`config.mk`:
```
export PLATFORM = sky130hd
export DESIGN_NAME = video_rom_sched
export DESIGN_NICKNAME = d
export VERILOG_FILES = /design/src/rtl/video_pkg.sv /design/src/rtl/video_rom_sched_rr_pick.sv /design/src/rtl/video_rom_sched.sv
export SDC_FILE = /design/constraint.sdc
export NUM_CORES = 1
export LEC_CHECK = 0
export ABC_AREA = 1
export CORE_MARGIN = 2
export CORE_UTILIZATION = 44
export CTS_CLUSTER_DIAMETER = 30
export DETAILED_ROUTE_END_ITERATION = 10
export PLACE_DENSITY = 0.95
export SLEW_MARGIN = 30
export SYNTH_ARGS = -nofsm -noshare
export SYNTH_HDL_FRONTEND = slang
export SYNTH_HIERARCHICAL = 1
export SYNTH_SLANG_ARGS = --single-unit
```
`constraint.sdc`:
```
create_clock -name clk -period 6.15 [get_ports clk]
set_input_delay 0.615 -clock clk [delete_from_list [all_inputs] [get_ports clk]]
set_output_delay 0.615 -clock clk [all_outputs]
set_load 0.05 [all_outputs]
```
`src/rtl/video_pkg.sv`:
```
// video_pkg: shared types and default constants for the graphics-ROM
// fetch scheduler.
package video_pkg;

    typedef enum logic [1:0] {
        IDLE,
        ISSUE,
        DONE
    } state_t;

    localparam int REQ_SPRITE  = 0;
    localparam int NREQ_DEF    = 3;
    localparam int AW_DEF      = 20;
    localparam int DW_DEF      = 32;
    localparam int TIMEOUT_DEF = 64;

endpackage

```
`src/rtl/video_rom_sched_rr_pick.sv`:
```
// rr_pick: combinational round-robin chooser with an optional
// absolute-priority override for the sprite requester.
module rr_pick
    import video_pkg::*;
#(
    parameter int NREQ = NREQ_DEF,
    parameter int PW   = 2
) (
    input  logic [NREQ-1:0] req,
    input  logic [PW-1:0]   rr_ptr,
    input  logic            prio0_en,
    output logic            valid,
    output logic [PW-1:0]   grant
);

    logic          found;
    logic [PW-1:0] idx;

    assign valid = |req;

    always_comb begin
        grant = '0;
        found = 1'b0;
        idx   = '0;
        if (prio0_en && req[REQ_SPRITE]) begin
            grant = PW'(REQ_SPRITE);
        end else begin
            // Search starts one past the last rotating winner, wrapping mod NREQ.
            for (int j = 1; j <= NREQ; j++) begin
                idx = PW'((int'(rr_ptr) + j) % NREQ);
                if (!found && req[idx]) begin
                    grant = idx;
                    found = 1'b1;
                end
            end
        end
    end

endmodule

```
`src/rtl/video_rom_sched.sv`:
```
// video_rom_sched: raster-aware arbiter sharing one graphics-ROM read
// port between the sprite, fg-tile and bg-tile fetch engines.
module video_rom_sched
    import video_pkg::*;
#(
    parameter int NREQ    = NREQ_DEF,
    parameter int AW      = AW_DEF,
    parameter int DW      = DW_DEF,
    parameter int TIMEOUT = TIMEOUT_DEF
) (
    input  logic             clk,
    input  logic             reset_n,
    input  logic             hbl,
    input  logic             vbl,
    output logic             line_start,
    input  logic [NREQ-1:0]  req,
    input  logic [NREQ*AW-1:0] addr,
    output logic [NREQ-1:0]  ack,
    output logic [DW-1:0]    dout,
    output logic             rom_req,
    output logic [AW-1:0]    rom_addr,
    input  logic             rom_ack,
    input  logic [DW-1:0]    rom_data,
    output logic [NREQ-1:0]  late,
    output logic             timeout_err
);

    localparam int PW = (NREQ > 1) ? $clog2(NREQ) : 1;
    localparam int CW = (TIMEOUT > 1) ? $clog2(TIMEOUT) : 1;

    state_t          state;
    state_t          state_nxt;
    logic [PW-1:0]   rr_ptr;
    logic [PW-1:0]   g;
    logic [PW-1:0]   pick_g;
    logic            pick_valid;
    logic            prio0;
    logic            tmo;
    logic [CW-1:0]   cnt;
    logic            hbl_d;
    logic            vbl_d;
    logic [NREQ-1:0] late_set;
    logic [AW-1:0]   slot [NREQ];

    for (genvar i = 0; i < NREQ; i++) begin : g_slot
        assign slot[i] = addr[i*AW +: AW];
    end

    assign prio0 = hbl & req[REQ_SPRITE];

    rr_pick #(
        .NREQ (NREQ),
        .PW   (PW)
    ) u_pick (
        .req      (req),
        .rr_ptr   (rr_ptr),
        .prio0_en (hbl),
        .valid    (pick_valid),
        .grant    (pick_g)
    );

    // Abort pulse shares the last ISSUE cycle; the ack follows next cycle.
    always_comb begin
        state_nxt = state;
        tmo       = 1'b0;
        unique case (state)
            IDLE: begin
                if (pick_valid) state_nxt = ISSUE;
            end
            ISSUE: begin
                if (rom_ack) begin
                    state_nxt = DONE;
                end else if (cnt == CW'(TIMEOUT - 1)) begin
                    tmo       = 1'b1;
                    state_nxt = DONE;
                end
            end
            default: state_nxt = IDLE;
        endcase
    end

    assign timeout_err = tmo;

    always_comb begin
        late_set = '0;
        if (hbl_d && !hbl) begin
            for (int i = 0; i < NREQ; i++) begin
                if (req[i] || (state != IDLE && g == PW'(i)))
                    late_set[i] = 1'b1;
            end
        end
    end

    always_ff @(posedge clk) begin
        if (!reset_n) begin
            state      <= IDLE;
            rr_ptr     <= PW'(NREQ - 1);
            g          <= '0;
            cnt        <= '0;
            rom_req    <= 1'b0;
            rom_addr   <= '0;
            dout       <= '0;
            ack        <= '0;
            late       <= '0;
            line_start <= 1'b0;
            hbl_d      <= hbl;
            vbl_d      <= vbl;
        end else begin
            state      <= state_nxt;
            ack        <= '0;
            line_start <= hbl & ~hbl_d;
            hbl_d      <= hbl;
            vbl_d      <= vbl;
            late       <= ((vbl && !vbl_d) ? '0 : late) | late_set;
            unique case (state)
                IDLE: begin
                    if (pick_valid) begin
                        g        <= pick_g;
                        rom_req  <= 1'b1;
                        rom_addr <= slot[pick_g];
                        cnt      <= '0;
                        if (!prio0) rr_ptr <= pick_g;
                    end
                end
                ISSUE: begin
                    if (rom_ack) begin
                        dout    <= rom_data;
                        rom_req <= 1'b0;
                        ack     <= NREQ'(1) << g;
                    end else if (tmo) begin
                        dout    <= '0;
                        rom_req <= 1'b0;
                        ack     <= NREQ'(1) << g;
                    end else if (cnt != '1) begin
                        cnt <= cnt + 1'b1;
                    end
                end
                default: ;
            endcase
        end
    end

endmodule

```
## Yosys cells after proc, flatten, opt, wreduce, memory -nomap -nowiden

Index checks and enable logic that the tools add are counted.

- $add $sub $neg: 4
- Divide/modulo/power cells: 3
- Order comparisons: 4
- Equality and inequality tests: 11
- Shift-type cells: 1
- Mux-type cells: 42
- Bitwise gates (word level): 6
- Reduce and logical (&&, ||, !) cells: 28

Operator list:

| cell | number |
|---|---|
| $mod A32 B3 Y32 const B | 3 |
| $mux W32 | 2 |
| $bmux W20 S2 | 1 |
| $mux W20 | 2 |
| $mux W6 | 4 |
| $mux W1 | 16 |
| $mux W2 | 7 |
| $mux W3 | 4 |
| $pmux W6 S2 | 1 |
| $lt A2 B3 Y1 const B | 3 |
| $logic_and A1 B1 Y1 | 8 |
| $ne A2 B2 Y1 const B | 4 |
| $reduce_and A2 Y1 | 4 |
| $add A2 B2 Y3 const B | 2 |
| $add A6 B1 Y6 const B | 1 |
| $bmux W1 S2 | 3 |
| $eq A6 B6 Y1 const B | 1 |
| $ne A3 B3 Y1 const B | 2 |
| $ne A6 B6 Y1 const B | 1 |
| $reduce_and A3 Y1 | 2 |
| $reduce_bool A2 Y1 | 3 |
| $reduce_and A5 Y1 | 1 |
| $eq A2 B1 Y1 const B | 2 |
| $logic_not A1 Y1 | 4 |
| 13 further kinds | 18 |

- Flip-flop bits (word level): 74
- Bits of input ports: 100
- Output and inout port bits: 61
- Logic and storage cells: 111

## Longest topological paths before layout

Gate-level depths: netlist of the first run.

- Depth in word-level cells: 18
- Mapped depth: 16
- Mapped depth without buffers: 15

## Hierarchy

The synthesis of the first run kept the hierarchy.

Modules (own cells, without submodules):

| module | times used | cells each | area an instance (um^2) | sequential area each (um^2) |
|---|---|---|---|---|
| video_rom_sched | 1 | 414 | 3105.5 | 1481.4 |
| rr_pick | 1 | 50 | 256.5 | 0.0 |

## Worst setup path before layout of the first run

OpenSTA, ideal clock, no wires.

- Kind: register to output
- Start: register cnt[0]
- End: output timeout_err
- Data arrival time: 1.874 ns
- Data required time: 5.535 ns
- Slack: 3.661 ns
- Cell stages (with the launch flop): 6
- Buffers on the path: 0
- Cells stage by stage: dfxtp_1 -> ha_1 -> nand2_2 -> nor2_4 -> nand2_4 -> nor3_1

- Cells in the longest elaborated chain, start to end: 4

Ends and longest elaborated chain:

| item | RTL line | source |
|---|---|---|
| start, declared | video_rom_sched.sv:39 | `logic [CW-1:0] cnt;` |
| start signal, assigned | video_rom_sched.sv:135 | `cnt <= cnt + 1'b1;` |
| $eq A6 B6 Y1 | video_rom_sched.sv:73 | `end else if (cnt == CW'(TIMEOUT - 1)) begin` |
| $mux W1 | video_rom_sched.sv:73 |  |
| $mux W1 | video_rom_sched.sv:71 | `if (rom_ack) begin` |
| $mux W1 | video_rom_sched.sv:66 | `unique case (state)` |
| end, declared | video_rom_sched.sv:25 | `output logic timeout_err` |

No other way between the ends.

## Final worst setup path of the first run

- Start: input req[0]
- End: register rom_addr[5]

- Cells in the longest elaborated chain, start to end: 16
- Elaborated cells on any way between the ends: 25
- Classes of those cells: mux (17); bitwise (1); reduce/logical (7)

Ends and longest elaborated chain:

| item | RTL line | source |
|---|---|---|
| start, declared | video_rom_sched.sv:16 | `input logic [NREQ-1:0] req,` |
| $bmux W1 S2 | video_rom_sched_rr_pick.sv:31 | `if (!found && req[idx]) begin` |
| $mux W1 (not written as such) | video_rom_sched_rr_pick.sv:31 |  |
| $mux W1 | video_rom_sched_rr_pick.sv:31 |  |
| $mux W1 | video_rom_sched_rr_pick.sv:25 | `if (prio0_en && req[REQ_SPRITE]) begin` |
| $logic_not A1 Y1 | video_rom_sched_rr_pick.sv:31 |  |
| $logic_and A1 B1 Y1 | video_rom_sched_rr_pick.sv:31 |  |
| $mux W1 | video_rom_sched_rr_pick.sv:31 |  |
| $mux W1 | video_rom_sched_rr_pick.sv:25 |  |
| $logic_not A1 Y1 | video_rom_sched_rr_pick.sv:31 |  |
| $logic_and A1 B1 Y1 | video_rom_sched_rr_pick.sv:31 |  |
| $mux W2 | video_rom_sched_rr_pick.sv:31 |  |
| $mux W2 * | video_rom_sched_rr_pick.sv:25 |  |
| named net pick_g[1] | video_rom_sched.sv:35 | `logic [PW-1:0] pick_g;` |
| $not A2 Y3 (not written as such) * | video_rom_sched.sv:120 | `rom_addr <= slot[pick_g];` |
| $bmux W20 S2 * | video_rom_sched.sv:120 |  |
| $mux W20 (not written as such) * (2 in series) | video_rom_sched.sv:120 |  |
| end signal, assigned | video_rom_sched.sv:120 |  |
| end, declared | video_rom_sched.sv:21 | `output logic [AW-1:0] rom_addr,` |

Mark *: on every way through the listed nets, which the timed path passes. The rest lies on a longest branch. The select of a mux whose other input is x is not followed.
A chain may end at the register's enable or synchronous reset.

==> reports/qor.txt, run 1 <==
outcome - finished clean
# IOs - 161
pwr dens - 300 nW/um2
Period minus WS final - 3030 ps
WP data required - 6420 ps
DRC Markers - 0
CTS Buffer Depth - 2
CTS tree - built
Cells after Synth - 464
top post-synthesis cells by area - dfxtp_1, a21oi_1, nand2_1
Area Overhead vs Synth - 54.4%
worst r2r src - rr_ptr[0]
Resized Gates After CTS - 0
Post-synth EDFFs - 0
Startpoint Class - input pin
first-pass GRT wire length - 16500 um
die extent in x - 91.4 um
Post-synth ARST share - 0%
Leak - 2.02 nW
diode count - 0
htree depth - 3
Pre-antenna DRT Iters - 5
period utilisation layout - 49.2%
DIE AREA - 8360 um2
Critical Path AT - 3300 ps
Syn Area/Cell - 7.25 um2
sequential share of the synthesized area - 44.1%
IO Port Bufs - 160
routability congestion estimate - 0.908
worst-path fanout max - 22
Mapped Area - 3360 um2
Buf+Inv Stages, Crit Path - 5
routed via count - 3711
Setup CP Type - input pin to register
Fmax - 330 MHz
most common cell after layout, fill and taps aside - clkdlybuf4s50_1
cell taking the most area after synthesis - dfxtp_1
fin nets - 718
initial antenna violation count - 0
# setup viols final - 0
critical path, cell by cell - clkdlybuf4s50_1, inv_1, nand2_1, nand3_1, nand2_1, inv_1, nor2_2, nor2_1, nor2_1, buf_4, inv_1, nor2_2, a21oi_1, a21oi_1
Top Family by Delay on Critical Path - simple AND/OR/NAND/NOR gates
Tot Pwr - 1.56 mW
Max Cap Viol - 0
VDD IR max - 0.000216 V
Worst Hold Class - register to register
slew of the pin with the lowest slew margin - 792 ps
Post-Syn Nets - 569
Clock Latency Late Sink - 330 ps
root buf cell - clkbuf_8
WL/cell - 13.9 um
Setup Fix Bufs, Post-CTS - 0
critical path startpoint - req[0]
element type at the critical path end - register
DRT iter0 DRCs - 215
Synth cell types - 24
Die H - 91.4 um
FF+latch count, synth - 74
total track usage - 24.2%
synth warn - 6
Hold Crit Start - hbl_d
row count - 31
Max-slew headroom - 47.2%
vias in the first global route - 3758
global route overflow - 0
CP peak stage delay - 610 ps
slowest CP cell - clkdlybuf4s50_1
via density per instance - 5.18
number of fill cells in the layout - 564
commonest cells after routing, fill and taps aside - clkdlybuf4s50_1, a21oi_1, nand2_1
setup tns final - 0 ps
Clock Pin Slew Worst Setup and Hold Paths - 70 ps
Sink Count - 74
TritonCTS buffer count - 9
Yosys top cell area share - 44.1%
initial cell density of the core - 45.9%
Routed Antenna Nets - 0
RSZ-0062 raised after global routing - false
Setup Skew - 8.36 ps
Final HPWL DP - 7330 um
largest net degree at the start of global routing - 40
share of post-route cells with drive strength above 1 - 9.39%
final hold vios - 0
CP most frequent cell - inv_1
DRT Wirelength - 10000 um
Final Max Tran Viols - 0
top_reg_cell synth - dfxtp_1
Placeable Area - 7330 um2
Hold-fix buffers, CTS - 0
==> cells in the mapped netlist, types with 3 or more instances <==
| cell type | number |
|---|---|
| nand2_1 | 79 |
| ha_1 | 5 |
| nor2_1 | 61 |
| a21oi_1 | 83 |
| inv_1 | 27 |
| nor2_2 | 3 |
| nand3_1 | 16 |
| nand2_4 | 5 |
| o21ai_0 | 49 |
| buf_2 | 9 |
| dfxtp_1 | 74 |
| buf_6 | 3 |
| nand2_2 | 25 |
| clkbuf_1 | 10 |
| nand4_1 | 4 |
==> worst paths after layout <==
kind | endpoint | slack [ps] | depth (start not counted)
min | line_start | 410 | 1
min reg2reg | line_start | 410 | 1
max | rom_addr[5] | 3120 | 14
max reg2reg | rom_addr[5] | 3220 | 15
==> area by class of cell <==
class                      count  area, um2  area share, %
sequential                    74       1480           28.5
clock inverter                 5       52.6           1.01
timing repair buffer         164       1630           31.4
clock buffer                  11        151           2.92
multi-input combinational    336       1640           31.7
tap                           99        124           2.39
inverter                      28        105           2.03
==> sequential cells by signal, summed over array words and instances (netlist names), 2 cells and up <==
name      flops
rom_addr     20
dout         32
cnt           6
late          3
rr_ptr        2
state         2
g             2
ack           3
==> power breakdown <==
part / switching (mW) / leakage, nW / internal [mW] / total [mW]
Clock: 0.172 / 0.105 / 0.207 / 0.379
Sequential: 0.0295 / 0.607 / 0.529 / 0.558
Combinational: 0.394 / 1.31 / 0.224 / 0.618
Total: 0.595 / 2.02 / 0.960 / 1.56
==> layer usage <==
metal  up-vias  wire (um)  global-route usage (%)
met3        33        808                    6.89
met2       182       5040                    43.3
met4         0        302                    11.4
met1      1680       3850                    26.0
met5         -          0                       0
li1       1816          -                       -
==> through the flow <==
stage / std cells / util (%) / hold WS [ps] / instance area [um2] / worst slack [ps]
global placement: 701 / 67.9 / 400 / 4980 / 2760
floorplan: 464 / - / 389 / 3360 / 3660
CTS: 717 / 70.8 / 413 / 5190 / 3220
detailed placement: 701 / 68.0 / 404 / 4990 / 2860
finish: 717 / 70.8 / 407 / 5190 / 3120
global route: 717 / 70.8 / 427 / 5190 / 2950
==> cell families (layout without fill, tap and decap cells) <==
kind of cell    count (synthesis)  after routing  synth area share (%)
compound gates                134            134                  20.2
fa+ha+maj                       5              5                  1.86
buf+inv                        54            208                  7.26
flops                          74             74                  44.1
simple gates                  197            197                  26.6
Note: power is estimated with default switching activity, not from simulation.
==> inputs of run 2 (changes only) <==
--- a/config.mk
+++ b/config.mk
@@ -7,10 +7,10 @@
 export LEC_CHECK = 0
 export ABC_AREA = 1
 export CORE_MARGIN = 2
-export CORE_UTILIZATION = 44
+export CORE_UTILIZATION = 41
 export CTS_CLUSTER_DIAMETER = 30
 export DETAILED_ROUTE_END_ITERATION = 10
-export PLACE_DENSITY = 0.95
+export PLACE_DENSITY = 0.91
 export SLEW_MARGIN = 30
 export SYNTH_ARGS = -nofsm -noshare
 export SYNTH_HDL_FRONTEND = slang
==> constraint.sdc (replaced) <==
create_clock -name clk -period 2.9 [get_ports clk]
set_input_delay 0.29 -clock clk [delete_from_list [all_inputs] [get_ports clk]]
set_output_delay 0.29 -clock clk [all_outputs]
set_load 0.05 [all_outputs]
==> reports/qor.txt, run 2 (synthesized netlist as in run 1, its figures left out) <==
outcome - finished clean
WL/cell - 13.6 um
first-pass GRT wire length - 15800 um
vias in the first global route - 3621
share of post-route cells with drive strength above 1 - 9.49%
die extent in x - 94.6 um
Max Cap Viol - 0
Fmax - 397 MHz
worst-path fanout max - 5
Hold-fix buffers, CTS - 0
Setup Fix Bufs, Post-CTS - 0
WP data required - 2610 ps
Placeable Area - 8090 um2
Buf+Inv Stages, Crit Path - 1
critical path, cell by cell - ha_1, nand2_2, nor2_4, nand2_4, nor3_1, clkdlybuf4s50_1
root buf cell - clkbuf_8
Startpoint Class - register
Setup CP Type - register to output pin
TritonCTS buffer count - 9
final cell count without fillers - 727
diode count - 0
period utilisation layout - 86.8%
Worst Hold Class - input pin to register
Resized Gates After CTS - 0
slew of the pin with the lowest slew margin - 681 ps
VDD IR max - 0.000351 V
final core utilization - 64.7%
Final Max Tran Viols - 0
Pre-antenna DRT Iters - 4
routed via count - 3687
Final HPWL DP - 7130 um
initial cell density of the core - 41.5%
initial antenna violation count - 0
# IOs - 161
Setup Skew - 7.88 ps
DIE AREA - 8940 um2
element type at the critical path end - output pin
Top Family by Delay on Critical Path - buffers and inverters
pwr dens - 646 nW/um2
global route overflow - 0
CTS Buffer Depth - 2
setup tns final - 0 ps
DRT iter0 DRCs - 196
via density per instance - 5.07
Period minus WS final - 2520 ps
Area Overhead vs Synth - 55.7%
Die H - 94.6 um
most common cell after layout, fill and taps aside - clkdlybuf4s50_1
max reg flops - 32
DRT Wirelength - 9920 um
fin nets - 722
commonest cells after routing, fill and taps aside - clkdlybuf4s50_1, a21oi_1, nand2_1
# setup viols final - 0
Sink Count - 74
dpl cells - 711
Leak - 2.05 nW
CTS tree - built
Routed Antenna Nets - 0
row count - 33
CP peak stage delay - 840 ps
DRC Markers - 0
Clock Latency Late Sink - 340 ps
Most flops, register - dout
htree depth - 3
Clock Pin Slew Worst Setup and Hold Paths - 80 ps
slowest CP cell - clkdlybuf4s50_1
routability congestion estimate - 0.924
Critical Path AT - 2230 ps
number of fill cells in the layout - 685
IO Port Bufs - 160
RSZ-0062 raised after global routing - false
final hold vios - 0
total track usage - 21.9%
Max-slew headroom - 54.6%
Top Registers - dout x32, rom_addr x20, cnt x6
Tot Pwr - 3.38 mW
largest net degree at the start of global routing - 34
[run 2: cell count changes in the layout (fill, tap and decap cells not counted)]
cell	previous run	this run
buf_4	4	8
clkbuf_8	11	9
clkinv_2	3	1
bufinv_16	1	2
clkbuf_1	0	1
clkinv_4	0	1
inv_1	26	27
inv_2	2	1
inv_6	0	1
nor2_1	60	61
nor2_4	2	1
[run 2: power by group]
| group | total [mW] | switching (mW) | leakage, nW | internal, mW |
|---|---|---|---|---|
| clock network | 0.876 | 0.388 | 0.107 | 0.488 |
| logic | 1.32 | 0.835 | 1.33 | 0.487 |
| registers | 1.18 | 0.0617 | 0.607 | 1.12 |
| total | 3.38 | 1.28 | 2.05 | 2.10 |
[run 2: final cells by class]
type	instances	area, um2	area share [%]
timing repair buffer	168	1660	31.7
multi-input combinational	336	1640	31.3
sequential	74	1480	28.3
tap	105	131	2.51
clock buffer	10	128	2.44
inverter	28	105	2.01
clock inverter	6	90.1	1.72
[run 2: worst paths after layout]
path,start,end,slack [ps],depth (start not counted)
worst min-delay path,vbl,vbl_d,430,1
worst max-delay path,cnt[0],timeout_err,380,6
worst min register to register,hbl_d,line_start,440,1
worst max register to register,rr_ptr[0],rom_addr[12],410,13
[run 2: stage by stage]
| step | hold WS, ps | instance area (um2) | worst slack (ps) |
|---|---|---|---|
| 3_3_place_gp | 414 | 5020 | 464 |
| 4_1_cts | 427 | 5230 | 356 |
| 3_5_place_dp | 422 | 5020 | 350 |
| 6_report | 435 | 5230 | 382 |
| 2_1_floorplan | 318 | 3360 | 736 |
| 5_1_grt | 434 | 5230 | 167 |
[run 2: layer usage]
layer / vias to the layer above / GRT usage [%] / part of all wire [%]
met5: - / 0 / 0
met4: 0 / 7.00 / 1.3
met3: 15 / 7.58 / 9.5
met2: 168 / 40.1 / 48
met1: 1683 / 23.5 / 41
li1: 1821 / - / -
==> inputs of run 3 (changes only) <==
--- a/config.mk
+++ b/config.mk
@@ -10,6 +10,7 @@
 export CORE_UTILIZATION = 41
 export CTS_CLUSTER_DIAMETER = 30
 export DETAILED_ROUTE_END_ITERATION = 10
+export GPL_TIMING_DRIVEN = 0
 export PLACE_DENSITY = 0.91
 export SLEW_MARGIN = 30
 export SYNTH_ARGS = -nofsm -noshare
==> reports/qor.txt, run 3 (synthesized netlist as in run 1, its figures left out) <==
outcome - finished clean
Most flops, register - dout
share of post-route cells with drive strength above 1 - 10.5%
row count - 33
Hold-fix buffers, CTS - 0
Startpoint Class - register
power share of the combinational group - 40.0%
first-pass GRT wire length - 16400 um
dpl cells - 729
Clk pwr share - 24.9%
Top Registers - dout x32, rom_addr x20, cnt x6
Placeable Area - 8090 um2
hold slack - 418 ps
net switching power - 1.32 mW
placed inst area - 5090 um2
CTS tree - built
vias in the first global route - 3608
Final Max Tran Viols - 0
element type at the critical path end - register
Pre-antenna DRT Iters - 5
Fmax - 379 MHz
Clock Pin Slew Worst Setup and Hold Paths - 90 ps
worst-path fanout max - 10
# setup viols final - 0
pwr dens - 635 nW/um2
Period minus WS final - 2640 ps
WL/cell - 13.8 um
Final HPWL DP - 7860 um
IO Port Bufs - 160
Worst Hold Class - register to register
via density per instance - 5.08
Max-slew headroom - 64.3%
final core utilization - 65.6%
global route overflow - 0
DIE AREA - 8940 um2
slowest CP cell - clkbuf_1
max reg flops - 32
RSZ-0062 raised after global routing - false
CP peak stage delay - 410 ps
critical path, cell by cell - inv_1, ha_1, o21ai_0, nand2_2, nand4_1, nand2_1, nor2_1, clkbuf_1, o21ai_0, a21oi_1
htree depth - 3
Clock Latency Late Sink - 350 ps
period utilisation layout - 90.9%
slew of the pin with the lowest slew margin - 534 ps
Die H - 94.6 um
largest net degree at the start of global routing - 15
CP most frequent cell - o21ai_0
DRC Markers - 0
Top Family by Delay on Critical Path - compound AO/OA/AOI/OAI gates
commonest cells after routing, fill and taps aside - clkdlybuf4s50_1, a21oi_1, nand2_1
most common cell after layout, fill and taps aside - clkdlybuf4s50_1
initial cell density of the core - 41.5%
Critical Path AT - 2920 ps
initial antenna violation count - 0
CTS Buffer Depth - 2
diode count - 0
pre-CTS setup slack - 210 ps
routed via count - 3786
fin nets - 740
# IOs - 161
root buf cell - clkbuf_8
Max Cap Viol - 0
Tot Pwr - 3.37 mW
WP data required - 3190 ps
Sequential Power Share - 35.1%
Setup Skew - 7.42 ps
Setup CP Type - register to register
DRT iter0 DRCs - 199
Routed Antenna Nets - 0
Cell Int Power - 2.05 mW
Area Overhead vs Synth - 57.8%
setup tns final - 0 ps
Leak - 2.09 nW
Final WS setup - 264 ps
Sink Count - 74
final cell count without fillers - 745
DRT Wirelength - 10300 um
TritonCTS buffer count - 9
routability congestion estimate - 0.789
fin area - 5310 um2
total track usage - 23.0%
sw frac - 39.3%
die extent in x - 94.6 um
VDD IR max - 0.000349 V
Buf+Inv Stages, Crit Path - 2
final hold vios - 0
==> run 3: cell count changes in the layout (fill, tap and decap cells not counted) <==
cell       change
buf_4          -6
clkinv_2       -1
buf_6          +3
clkbuf_2       +1
buf_2          +9
clkinv_4       +1
clkbuf_8       +1
buf_1          +2
inv_6          +1
bufinv_16      -1
clkbuf_1       +8
==> run 3: metal layers <==
layer / track usage, % / up-vias / wire length [um] / part of all wire, %
met5: 0 / - / 0 / 0
met4: 8.45 / 0 / 210 / 2.0
met3: 6.86 / 21 / 1060 / 10
met2: 40.0 / 195 / 4830 / 47
met1: 26.7 / 1710 / 4200 / 41
li1: - / 1860 / - / -
==> run 3: worst reg2reg max path, cell delays in order, from the launching register on <==
cell and delay, ps:
dfxtp_1 400, inv_1 80, ha_1 390, o21ai_0 280, nand2_2 130, nand4_1 100, nand2_1 70, nor2_1 330
clkbuf_1 410, o21ai_0 240, a21oi_1 150
==> run 3: layout make-up <==
type                            instances  area (um2)
Buffer                                 26         140
Clock buffer                           10         138
Clock inverter                          6        72.6
Fill cell                             674        2790
Inverter                               28         105
Multi-Input combinational cell        336        1640
Sequential cell                        74        1480
Tap cell                              105         131
Timing Repair Buffer                  160        1600
==> run 3: worst paths after layout <==
check	slack (ps)	cells after the start	end	startpoint
worst max-delay path	260	10	rom_addr[12]	rr_ptr[0]
worst min-delay path	420	1	line_start	hbl_d
worst max register to register	260	10	rom_addr[12]	rr_ptr[0]
worst min register to register	420	1	line_start	hbl_d
==> run 3: power by group through the flow <==
stage | clock [mW] | combinational (mW) | sequential (mW)
CTS | 0.860 | 1.34 | 1.18
global route | 0.903 | 1.46 | 1.19
global placement | 0 | 1.31 | 1.20
detailed placement | 0 | 1.33 | 1.20
floorplan | 0 | 0.546 | 1.51
finish | 0.840 | 1.35 | 1.18
==> run 3: timing repair <==
action                     in CTS  in global routing
gates resized for setup         0                  2
setup buffers                   0                  0
setup endpoints to repair       0                  8
hold endpoints to repair        0                  0
